## src/rtl/lpddr3_lane_dly_move_ctrl.sv

```systemverilog
// Wraps each tap-move/tap-load request in an HS_IO_CLK_PAUSE window and keeps RX/TX DQS shadow tap counters.
// Latency: accept at T, DONE at T+LEAD+N*(GAP+1)+TRAIL+1 (load: T+LEAD+GAP+TRAIL+2; zero move: T+1).
// Backpressure: REQ_READY is high only in IDLE; one request in flight, the next is accepted the cycle after DONE.
module lpddr3_lane_dly_move_ctrl #(
   parameter int TAP_MAX     = 255,
   parameter int DEFAULT_TAP = 1,
   parameter int PAUSE_LEAD  = 2,
   parameter int MOVE_GAP    = 3,
   parameter int PAUSE_TRAIL = 2
) (
   input  logic       FAB_CLK,
   input  logic       RESET_N,
   input  logic       REQ_VALID,
   output logic       REQ_READY,
   input  logic       REQ_SEL,
   input  logic       REQ_LOAD,
   input  logic       REQ_DIR,
   input  logic [7:0] REQ_COUNT,
   output logic       DONE,
   output logic       ERR,
   output logic [7:0] RX_TAP,
   output logic [7:0] TX_TAP,
   output logic       DELAY_LINE_SEL,
   output logic       DELAY_LINE_DIRECTION,
   output logic       DELAY_LINE_LOAD,
   output logic       DELAY_LINE_MOVE,
   output logic       HS_IO_CLK_PAUSE,
   input  logic       RX_DELAY_LINE_OUT_OF_RANGE,
   input  logic       TX_DELAY_LINE_OUT_OF_RANGE
);

   typedef enum logic [2:0] {IDLE, PRE, PULSE, GAP, POST, FIN} state_t;

   localparam logic [7:0] LEAD_M1  = 8'(PAUSE_LEAD - 1);
   localparam logic [7:0] GAP_M1   = 8'(MOVE_GAP - 1);
   localparam logic [7:0] TRAIL_M1 = 8'(PAUSE_TRAIL - 1);
   localparam logic [7:0] TAP_HI   = 8'(TAP_MAX);
   localparam logic [7:0] TAP_DEF  = 8'(DEFAULT_TAP);

   state_t     state_q, state_d;
   logic [7:0] timer_q, timer_d;
   logic [7:0] cnt_q, cnt_d;
   logic [7:0] rx_q, rx_d, tx_q, tx_d;
   logic       ld_req_q, ld_req_d;
   logic       sel_q, sel_d, dir_q, dir_d;
   logic       err_q, err_d;
   logic       move_q, move_d, load_q, load_d;
   logic       pause_q, pause_d, done_q, done_d, rdy_q, rdy_d;

   logic [7:0] cur_tap;
   logic       at_limit;
   logic       oor_sel;

   assign cur_tap  = sel_q ? tx_q : rx_q;
   assign at_limit = dir_q ? (cur_tap == TAP_HI) : (cur_tap == 8'd0);
   assign oor_sel  = sel_q ? TX_DELAY_LINE_OUT_OF_RANGE : RX_DELAY_LINE_OUT_OF_RANGE;

   // Sequencing, pulse decision on entry to PULSE, and next values of every registered output.
   always_comb begin
      state_d  = state_q;
      timer_d  = timer_q;
      cnt_d    = cnt_q;
      rx_d     = rx_q;
      tx_d     = tx_q;
      ld_req_d = ld_req_q;
      sel_d    = sel_q;
      dir_d    = dir_q;
      err_d    = err_q;
      move_d   = 1'b0;
      load_d   = 1'b0;
      case (state_q)
         IDLE: begin
            if (REQ_VALID) begin
               sel_d    = REQ_SEL;
               dir_d    = REQ_DIR;
               ld_req_d = REQ_LOAD;
               cnt_d    = REQ_COUNT;
               err_d    = 1'b0;
               if (!REQ_LOAD && REQ_COUNT == 8'd0) begin
                  state_d = FIN;
               end else begin
                  state_d = PRE;
                  timer_d = LEAD_M1;
               end
            end
         end
         PRE: begin
            if (timer_q == 8'd0) state_d = PULSE;
            else                 timer_d = timer_q - 8'd1;
         end
         PULSE: begin
            // A pulse was issued only if the limit pre-check passed; otherwise abort straight to POST.
            if (move_q || load_q) begin
               state_d = GAP;
               timer_d = GAP_M1;
            end else begin
               state_d = POST;
               timer_d = TRAIL_M1;
            end
         end
         GAP: begin
            if (timer_q != 8'd0) begin
               timer_d = timer_q - 8'd1;
            end else if (oor_sel) begin
               err_d   = 1'b1;
               cnt_d   = 8'd0;
               state_d = POST;
               timer_d = TRAIL_M1;
            end else if (cnt_q != 8'd0) begin
               state_d = PULSE;
            end else begin
               state_d = POST;
               timer_d = TRAIL_M1;
            end
         end
         POST: begin
            if (timer_q == 8'd0) state_d = FIN;
            else                 timer_d = timer_q - 8'd1;
         end
         FIN:     state_d = IDLE;
         default: state_d = IDLE;
      endcase

      // Entering PULSE: issue the load or a single-tap move, or flag a saturated line.
      if (state_d == PULSE) begin
         if (ld_req_q) begin
            load_d = 1'b1;
            cnt_d  = 8'd0;
            if (sel_q) tx_d = TAP_DEF;
            else       rx_d = TAP_DEF;
         end else if (at_limit) begin
            err_d = 1'b1;
            cnt_d = 8'd0;
         end else begin
            move_d = 1'b1;
            cnt_d  = cnt_q - 8'd1;
            if (sel_q) tx_d = dir_q ? tx_q + 8'd1 : tx_q - 8'd1;
            else       rx_d = dir_q ? rx_q + 8'd1 : rx_q - 8'd1;
         end
      end

      pause_d = (state_d == PRE) || (state_d == PULSE) || (state_d == GAP) || (state_d == POST);
      done_d  = (state_d == FIN);
      rdy_d   = (state_d == IDLE);
   end

   // State and output registers; reset cuts any window or pulse in progress.
   always_ff @(posedge FAB_CLK or negedge RESET_N) begin
      if (!RESET_N) begin
         state_q  <= IDLE;
         timer_q  <= 8'd0;
         cnt_q    <= 8'd0;
         rx_q     <= TAP_DEF;
         tx_q     <= TAP_DEF;
         ld_req_q <= 1'b0;
         sel_q    <= 1'b0;
         dir_q    <= 1'b0;
         err_q    <= 1'b0;
         move_q   <= 1'b0;
         load_q   <= 1'b0;
         pause_q  <= 1'b0;
         done_q   <= 1'b0;
         rdy_q    <= 1'b1;
      end else begin
         state_q  <= state_d;
         timer_q  <= timer_d;
         cnt_q    <= cnt_d;
         rx_q     <= rx_d;
         tx_q     <= tx_d;
         ld_req_q <= ld_req_d;
         sel_q    <= sel_d;
         dir_q    <= dir_d;
         err_q    <= err_d;
         move_q   <= move_d;
         load_q   <= load_d;
         pause_q  <= pause_d;
         done_q   <= done_d;
         rdy_q    <= rdy_d;
      end
   end

   assign REQ_READY            = rdy_q;
   assign DONE                 = done_q;
   assign ERR                  = err_q;
   assign RX_TAP               = rx_q;
   assign TX_TAP               = tx_q;
   assign DELAY_LINE_SEL       = sel_q;
   assign DELAY_LINE_DIRECTION = dir_q;
   assign DELAY_LINE_LOAD      = load_q;
   assign DELAY_LINE_MOVE      = move_q;
   assign HS_IO_CLK_PAUSE      = pause_q;

endmodule

```

## config.mk

```make
export PLATFORM = sky130hd
export DESIGN_NAME = lpddr3_lane_dly_move_ctrl
export DESIGN_NICKNAME = d
export VERILOG_FILES = /design/src/rtl/lpddr3_lane_dly_move_ctrl.sv
export SDC_FILE = /design/constraint.sdc
export NUM_CORES = 1
export LEC_CHECK = 0
export ABC_CLOCK_PERIOD_IN_PS = 4600
export CAP_MARGIN = 5
export CORE_MARGIN = 1.5
export CORE_UTILIZATION = 40
export DETAILED_ROUTE_END_ITERATION = 12
export DONT_BUFFER_PORTS = 1
export SYNTH_ARGS = -nofsm -noshare
export SYNTH_HDL_FRONTEND = slang
export SYNTH_SLANG_ARGS = --single-unit
```

## constraint.sdc

```tcl
create_clock -name FAB_CLK -period 4.6 [get_ports FAB_CLK]
set_clock_uncertainty 0.1 [all_clocks]
set_input_delay 0.92 -clock FAB_CLK [delete_from_list [all_inputs] [get_ports FAB_CLK]]
set_output_delay 0.92 -clock FAB_CLK [all_outputs]
set_load 0.1 [all_outputs]
```

==> results.md, run 1 <==
* Status: finished, final reports clean
* Max cap viols at 0
* Share of post-route cells with drive strength above 1 at 0.0738
* Final worst slack at 1.28 ns
* Total power at ~0.00066 W
* Pre-CTS setup slack at about 1.3 ns
* Pre-antenna DRT Iters at 4
* Synthesized Nets at 355
* Synth Instances at between 300 and 400
* Peak Freq at 0.301 GHz
* CTS tree: done
* Hold Crit Class: input pin to async pin
* RSZ-0062 raised after global routing: false
* Post-synth ARST share at 1.00
* Synth Warn # at 0
* Detailed-route via count at ~2500
* Final Max Slew Viols at 0
* DRT iter0 DRCs at 121
* Antenna viol nets, final at 0
* Hold Vio Cnt, Final at 0
* Worst Tran Pin Value at around 1.1 ns
* Setup TNS at 0 ns
* Post-CTS sizing at 0
* Post-DP HPWL at about 5300 um
* H-tree levels at 2
* Leakage at approximately 1.3 nW
* Clock tree buffer depth at 2
* CTS clk-pin slew, worst paths at approximately 0.090 ns
* Rows at 30
* Die area at about 7800 sq um
* # IOs at 40
* Drt wl/cell at about 17 um
* Vias per cell at about 5.9
* Worst IR drop on VDD at approximately 0.13 mV
* Crit Path Class: flip-flop to flip-flop
* Sequential share of the synthesized area at 0.379
* Die width at between 80 and 90 um
* Final wirelength at roughly 7200 um
* #FFs+latches synth at 44
* Core area at slightly below 7000 sq um
* Congestion Overflow GR at 0
* Vias in the first global route at 2384
* Crit path DAT at roughly 3.4 ns
* Mapped cell area at around 2900 sq um
* Worst setup SP type: flip-flop
* Port Buf Inserts at 0
* Largest net degree at the start of global routing at 45
* Setup bufs post-CTS at 0
* CP Max Fanout at 13
* Clk_lat worst skew at approximately 0.30 ns
* Relative slew slack at 0.300
* Synth Area per Inst at roughly 9 sq um
* GRT Total Usage at 0.196
* Setup violators final at 0
* P&R area growth vs syn at 6.53%
* Prevailing post-synth register cell: dfrtp_1
* Count of cell types in the netlist at 64
* DRC Markers at 0
* Worst Path Required at 4.67 ns
* Clock Sinks at 44
* Die H at around 90 um
* PwrDens at approximately 210 nW/um^2
* Fin nets at 356
* Post-CTS Hold Buffers at 0
* Crit end category: flip-flop
* Tmin final at between 3 and 4 ns
* Fin crit share at 0.723
* First-pass GRT wire length at ~12000 um
* GP Congestion at around 0.79
* Total CTS buffers at 5
* EDFF count, synth at 0
* Initial antenna violation count at 0
* Initial Util at 0.422
* Root buffer cell: clkbuf_8
* N_diodes at 0
==> logic make-up after synthesis <==
kind of cell	Yosys count	synth area share
DFF	44	0.379
xor gates and xnor gates	13	0.0391
AOI/OAI and AO/OA	95	0.221
buffers and inverters	32	0.0455
and+or+nand+nor	119	0.226
muxes	4	0.0146
adders and majority gates	16	0.0739
==> metal layers <==
| metal | track usage | vias up | part of all wire |
|---|---|---|---|
| met5 | 0 | - | 0 |
| met4 | 0.0511 | 0 | 0.011 |
| met3 | 0.0466 | 5 | 0.060 |
| met2 | 0.302 | 51 | 0.44 |
| met1 | 0.277 | 1204 | 0.49 |
| li1 | - | 1215 | - |
==> report_power, final <==
group	internal [W]	total (W)	leakage (nW)	switching (W)
registers	0.000389	0.000394	0.546	0.00000556
logic	0.00000411	0.00000945	0.711	0.00000534
clock network	0.000122	0.000260	0.0445	0.000138
total	0.000515	0.000664	1.30	0.000149
==> cell usage in the layout, fill, tap and decap left out, types with 3 or more instances in the layout <==
master,instances
dfrtp_1,41
nand2_1,34
inv_1,22
a21oi_1,20
nor2_1,18
o21ai_0,15
ha_1,14
o31ai_1,13
nand3_1,10
or4_1,7
xnor2_1,7
a31oi_1,7
or3_1,6
xor2_1,6
clkbuf_8,6
nor4_1,5
nand2b_1,5
nor3_1,5
o211ai_1,5
o311ai_0,4
dfstp_2,3
nor2b_1,3
o21ai_1,3
and2_1,3
a221o_1,3
a211o_1,3
and3_1,3
o22ai_1,3
nand4_1,3
buf_4,3
==> synth_stat cells, types with 3 or more instances <==
library cell | count | area [sq um]
buf_2 | 4 | 20.0
o211ai_1 | 5 | 37.5
a211o_1 | 3 | 26.3
nand4_1 | 3 | 18.8
clkbuf_1 | 4 | 15.0
xor2_1 | 6 | 52.6
dfrtp_1 | 41 | 1030
or3_1 | 6 | 37.5
and2_1 | 3 | 18.8
nor4_1 | 5 | 31.3
xnor2_1 | 7 | 61.3
dfstp_2 | 3 | 78.8
inv_1 | 22 | 82.6
nor2b_1 | 3 | 18.8
o311ai_0 | 4 | 35.0
a31oi_1 | 7 | 43.8
o21ai_1 | 3 | 15.0
nand2_1 | 34 | 128
a221o_1 | 3 | 30.0
nand3_1 | 10 | 50.1
nor2_1 | 18 | 67.6
o31ai_1 | 13 | 97.6
ha_1 | 14 | 175
a21oi_1 | 20 | 100
and3_1 | 3 | 18.8
or4_1 | 7 | 52.6
nand2b_1 | 5 | 31.3
nor3_1 | 5 | 25.0
o22ai_1 | 3 | 18.8
o21ai_0 | 15 | 75.1
==> final cells by class <==
type / count / area (sq um)
well taps: 96 / 120
repair buffers: 3 / 22.5
inverters: 23 / 86.3
fillers: 728 / 3800
clock inverters: 1 / 7.51
clock buffers: 7 / 86.3
flip-flops and latches: 44 / 1100
multi-input cells: 247 / 1670
==> flip-flops by register name, summed over array words and instances, names as in the netlist <==
register              count
cnt_q                     8
HS_IO_CLK_PAUSE           1
state_q                   3
DELAY_LINE_LOAD           1
DELAY_LINE_SEL            1
DELAY_LINE_MOVE           1
ld_req_q                  1
DELAY_LINE_DIRECTION      1
timer_q                   8
ERR                       1
TX_TAP                    8
REQ_READY                 1
RX_TAP                    8
DONE                      1
==> path summary, 6_finish.rpt <==
check	slack, ns	start	to	depth (start not counted)
min reg2reg	0.40	cnt_q[0]	cnt_q[0]	1
min in group FAB_CLK	0.40	cnt_q[0]	cnt_q[0]	1
max	1.28	TX_TAP[1]	TX_TAP[7]	6
max in group asynchronous	4.01	RESET_N	RX_TAP[0]	0
min	0.20	RESET_N	timer_q[5]	0
max reg2reg	1.28	TX_TAP[1]	TX_TAP[7]	6
==> critical path, stage by stage (launching register included) <==
cell	delay, ns
dfrtp_1	0.78
or4b_2	0.81
o22ai_1	0.23
a32oi_1	0.22
o211ai_1	0.82
nand2_1	0.11
o311ai_0	0.13
==> per-stage QoR <==
step                hold slack, ns  cells  utilization  instance area (sq um)
floorplan                    0.351    323            -                   2910
finish                       0.199    421        0.449                   3100
global route                 0.175    421        0.449                   3100
global placement             0.391    413        0.436                   3010
CTS                          0.193    421        0.449                   3100
detailed placement           0.398    413        0.436                   3010
Power figures use the tool's default switching activity.
==> inputs of run 2 (changes only) <==
- ABC_CLOCK_PERIOD_IN_PS: 4600 -> 3200
- clock period: 4.6 -> 3.2 ns (I/O delays scaled with it)
==> results.md, run 2 (synthesis gave the netlist of run 1 again) <==
* Worst Path Required at around 3.3 ns
* Met3 GRT Util at 0.0410
* Clk_lat worst skew at 0.30 ns
* Clock tree buffer depth at 2
* CTS tree: done
* Worst setup SP type: flip-flop
* CP Max Fanout at 10
* Crit path DAT at slightly below 3 ns
* Met2 GRT Util at 0.301
* Vias in the first global route at about 2400
* Share of post-route cells with drive strength above 1 at 0.135
* Setup TNS at 0 ns
* Tmin final at about 2.8 ns
* P&R area growth vs syn at 13.8%
* Die width at slightly below 90 um
* Leakage at around 1.4 nW
* DRC Markers at 0
* Worst IR drop on VDD at 0.191 mV
* Final Max Slew Viols at 0
* PwrDens at roughly 320 nW/um^2
* Status: finished, final reports clean
* Reg2Reg Depth at 8
* GP Congestion at between 0.8 and 0.9
* GRT Total Usage at 0.198
* Hold Vio Cnt, Final at 0
* Most frequent cells in the layout: dfrtp_1 (41), nand2_1 (34), buf_4 (24)
* Crit Path Class: flip-flop to flip-flop
* Detailed-route via count at ~2500
* First-pass GRT wire length at about 12000 um
* FF-to-FF End: RX_TAP[7]
* Congestion Overflow GR at 0
* Clock Sinks at between 40 and 50
* DRT iter0 DRCs at roughly 110
* Die H at a little under 90 um
* RSZ-0062 raised after global routing: false
* Relative slew slack at 0.390
* Final worst slack at ~0.43 ns
* Fin crit share at 0.867
* Crit end category: flip-flop
* Worst Tran Pin Value at 0.915 ns
* Pre-antenna DRT Iters at 5
* Pre-CTS setup slack at 0.444 ns
* Final wirelength at 7280 um
* # IOs at 40
* Hold Crit Class: input pin to async pin
* Fin nets at approximately 380
* Worst reg2reg setup slack at around 0.43 ns
* Peak Freq at approximately 0.36 GHz
* Commonest non-fill, non-tap cell in the layout: dfrtp_1
* Most used routing layer: met2
* Total CTS buffers at 5
* Total power at about 0.0011 W
* CTS clk-pin slew, worst paths at roughly 0.090 ns
* Max cap viols at 0
* Rows at 30
* Die area at just under 8000 sq um
* Post-DP HPWL at approximately 5300 um
* Initial Util at 0.422
* Antenna viol nets, final at 0
* Post-CTS sizing at 0
* Vias per cell at 5.71
* Reg2reg start: timer_q[0]
* Port Buf Inserts at 0
* Post-CTS Hold Buffers at 1
* Largest net degree at the start of global routing at 42
* Drt wl/cell at 16.4 um
* Core area at between 6000 and 7000 sq um
* Final Core Density at 0.480
* Setup bufs post-CTS at 0
* Root buffer cell: clkbuf_8
* Initial antenna violation count at 0
* GR met1 Demand/Resource at 0.291
* N_diodes at 0
* H-tree levels at 2
* Setup violators final at 0
[run 2: cell types whose count changed in the layout (fill, tap and decap cells not counted), sizes merged]
cell / change
buf: +22
bufinv: +1
clkbuf: -1
clkinv: +1
clkinvlp: -1
[run 2: layout make-up]
cell class              count  area, sq um
clock inverters             2         38.8
inverters                  23         86.3
repair buffers             25          208
well taps                  96          120
multi-input cells         247         1670
clock buffers               6         82.6
fillers                   678         3590
flip-flops and latches     44         1100
[run 2: per-layer routing]
| metal | wire (um) | up-vias |
|---|---|---|
| met1 | 3570 | 1212 |
| met5 | 0 | - |
| met2 | 3300 | 50 |
| met3 | 336 | 7 |
| met4 | 70 | 0 |
| li1 | - | 1259 |
[run 2: critical path, cell delays in order (launching register included)]
cell and delay, ns:
dfrtp_1 0.41, inv_1 0.07, ha_1 0.18, or3b_4 0.41
nor3_4 0.26, nand3_2 0.15, or3_1 0.53, or4_1 0.51
nand3_1 0.09
[run 2: worst max-delay path by stage]
stage	depth (start not counted)	startpoint	to	slack [ns]
6_report	8	timer_q[0]	RX_TAP[7]	0.43
3_3_place_gp	8	timer_q[0]	RX_TAP[7]	0.52
3_5_place_dp	8	timer_q[0]	RX_TAP[7]	0.44
5_1_grt	8	timer_q[0]	RX_TAP[7]	0.31
2_1_floorplan	8	DELAY_LINE_DIRECTION	RX_TAP[7]	0.02
4_1_cts	8	timer_q[0]	RX_TAP[7]	0.43
[run 2: power breakdown]
part | internal (W) | switching [W]
Sequential | 0.000559 | 0.00000801
Combinational | 0.00000953 | 0.0000181
Clock | 0.000256 | 0.000207
Total | 0.000824 | 0.000233
[run 2: metrics by stage]
| step | hold slack, ns | instances | cell area [sq um] |
|---|---|---|---|
| after floorplan | 0.244 | 323 | 2910 |
| after global placement | 0.246 | 434 | 3170 |
| after detailed placement | 0.246 | 434 | 3170 |
| after CTS | 0.0625 | 443 | 3310 |
| after global routing | 0.0517 | 443 | 3310 |
| final | 0.0666 | 443 | 3310 |
==> inputs of run 3 (changes only) <==
- ABC_CLOCK_PERIOD_IN_PS: 3200 -> 3500
- clock period: 3.2 -> 3.5 ns (I/O delays scaled with it)
==> results.md, run 3 (synthesis gave the netlist of run 1 again) <==
* P_int at between 0.0007 and 0.0008 W
* Drt wl/cell at between 15 and 20 um
* Fillers at ~680
* Clk_lat worst skew at 0.29 ns
* Rows at 30
* Die width at approximately 90 um
* PwrDens at approximately 280 nW/um^2
* Clock Sinks at 44
* Most used routing layer: met2
* P_sw at roughly 0.00019 W
* Final wirelength at around 7300 um
* GR met1 Demand/Resource at 0.272
* # IOs at 40
* Leakage at about 1.4 nW
* Port Buf Inserts at 0
* Root buffer cell: clkbuf_8
* CTS clk-pin slew, worst paths at about 0.08 ns
* Vias in the first global route at between 2000 and 2500
* Worst IR drop on VDD at around 0.13 mV
* Most frequent cells in the layout: dfrtp_1 (41), nand2_1 (34), inv_1 (22)
* Fin crit share at 0.833
* Fin nets at around 380
* Final Max Slew Viols at 0
* Antenna viol nets, final at 0
* Total power at about 0.00093 W
* Met2 GRT Util at 0.313
* Die H at 88.3 um
* Peak Freq at about 0.34 GHz
* Pre-antenna DRT Iters at 4
* RSZ-0062 raised after global routing: false
* Fin cells at 440
* DRT iter0 DRCs at between 100 and 150
* Setup bufs post-CTS at 0
* N_diodes at 0
* CP max stage delay at slightly below 0.7 ns
* Post-DP HPWL at 5280 um
* Initial antenna violation count at 0
* Largest net degree at the start of global routing at 42
* Total CTS buffers at 5
* Setup TNS at 0 ns
* Hold Crit Class: input pin to async pin
* DRC Markers at 0
* H-tree levels at 2
* GP Congestion at roughly 0.8
* Reg area at about 1100 sq um
* Switching share of power at 0.210
* Clock power frac at 0.413
* Worst Path Required at between 3 and 4 ns
* Tmin final at about 2.9 ns
* Worst path slowest cell: dfrtp_1
* Crit end category: flip-flop
* CTS tree: done
* Sequential power share at 0.560
* Relative slew slack at 0.400
* Congestion Overflow GR at 0
* Detailed-route via count at 2500
* Commonest non-fill, non-tap cell in the layout: dfrtp_1
* Crit Path Class: flip-flop to flip-flop
* Multi-input gate area at 1670 sq um
* Core area at just under 7000 sq um
* Crit-path cells: mux2i_1 -> o22a_1 -> nand3_2 -> or3_1 -> or4_1 -> nand3_1
* Status: finished, final reports clean
* Setup violators final at 0
* First-pass GRT wire length at around 12000 um
* Share of post-route cells with drive strength above 1 at 0.125
* Worst Tran Pin Value at around 0.90 ns
* Max cap viols at 0
* Combinational share of power at 0.027
* Clock tree buffer depth at 2
* Hold Vio Cnt, Final at 0
* Initial Util at 0.422
* GRT Total Usage at 0.198
* Die area at roughly 8000 sq um
* CP Max Fanout at 18
* Placed Cells at 431
* Crit path DAT at between 3 and 4 ns
* Worst setup SP type: flip-flop
* P&R area growth vs syn at 12.6%
* Met3 GRT Util at 0.0420
* Vias per cell at approximately 5.7
-- run 3: cell count changes in the layout (fill, tap and decap cells not counted) --
cell / before / now
buf_4: 24 / 21
clkbuf_1: 0 / 1
clkbuf_8: 6 / 5
clkinv_2: 0 / 1
clkinv_4: 1 / 0
-- run 3: stage by stage --
step | utilization | hold slack [ns] | instance area, sq um | setup WS [ns]
after floorplan | - | 0.304 | 2910 | 0.320
after global placement | 0.455 | 0.306 | 3140 | 0.697
after detailed placement | 0.455 | 0.306 | 3140 | 0.626
after CTS | 0.475 | 0.131 | 3280 | 0.607
after global routing | 0.475 | 0.120 | 3280 | 0.395
final | 0.475 | 0.130 | 3280 | 0.586
-- run 3: worst paths after layout --
kind	start	endpoint	slack (ns)	cells after the start
worst max-delay path	DELAY_LINE_SEL	RX_TAP[7]	0.59	6
worst min-delay path	RESET_N	cnt_q[3]	0.13	1
worst max register to register	DELAY_LINE_SEL	RX_TAP[7]	0.59	6
worst min register to register	cnt_q[0]	cnt_q[0]	0.40	1
max in group asynchronous	RESET_N	cnt_q[1]	2.95	1
min in group FAB_CLK	cnt_q[0]	cnt_q[0]	0.40	1
-- run 3: timing repair --
action	in CTS	in global routing
hold buffers	1	0
hold endpoints to repair	41	0
gates resized for setup	0	0
-- run 3: worst max-delay path, delay by kind of cell, from the launching register on --
kind / cells / cell delay (ns)
compound gates: 1 / 0.30
mux: 1 / 0.50
simple gates: 4 / 1.26
flops: 1 / 0.69
-- run 3: final cells by class --
cell class,count,area share
clock buffers,6,0.0221
repair buffers,22,0.0565
inverters,23,0.0263
clock inverters,2,0.0107
well taps,96,0.0366
flip-flops and latches,44,0.337
multi-input cells,247,0.511
-- run 3: metal layers --
layer | share of wire | up-vias
met2 | 0.45 | 59
met1 | 0.50 | 1191
li1 | - | 1246
met4 | 0.0098 | 0
met5 | 0 | -
met3 | 0.036 | 4
-- run 3: power by group through the flow --
stage / combinational (W) / clock, W / sequential [W]
2_1_floorplan: 0.00000989 / 0 / 0.000527
3_3_place_gp: 0.0000122 / 0 / 0.000528
3_5_place_dp: 0.0000125 / 0 / 0.000528
4_1_cts: 0.0000261 / 0.000396 / 0.000518
5_1_grt: 0.0000293 / 0.000418 / 0.000518
6_report: 0.0000250 / 0.000383 / 0.000518
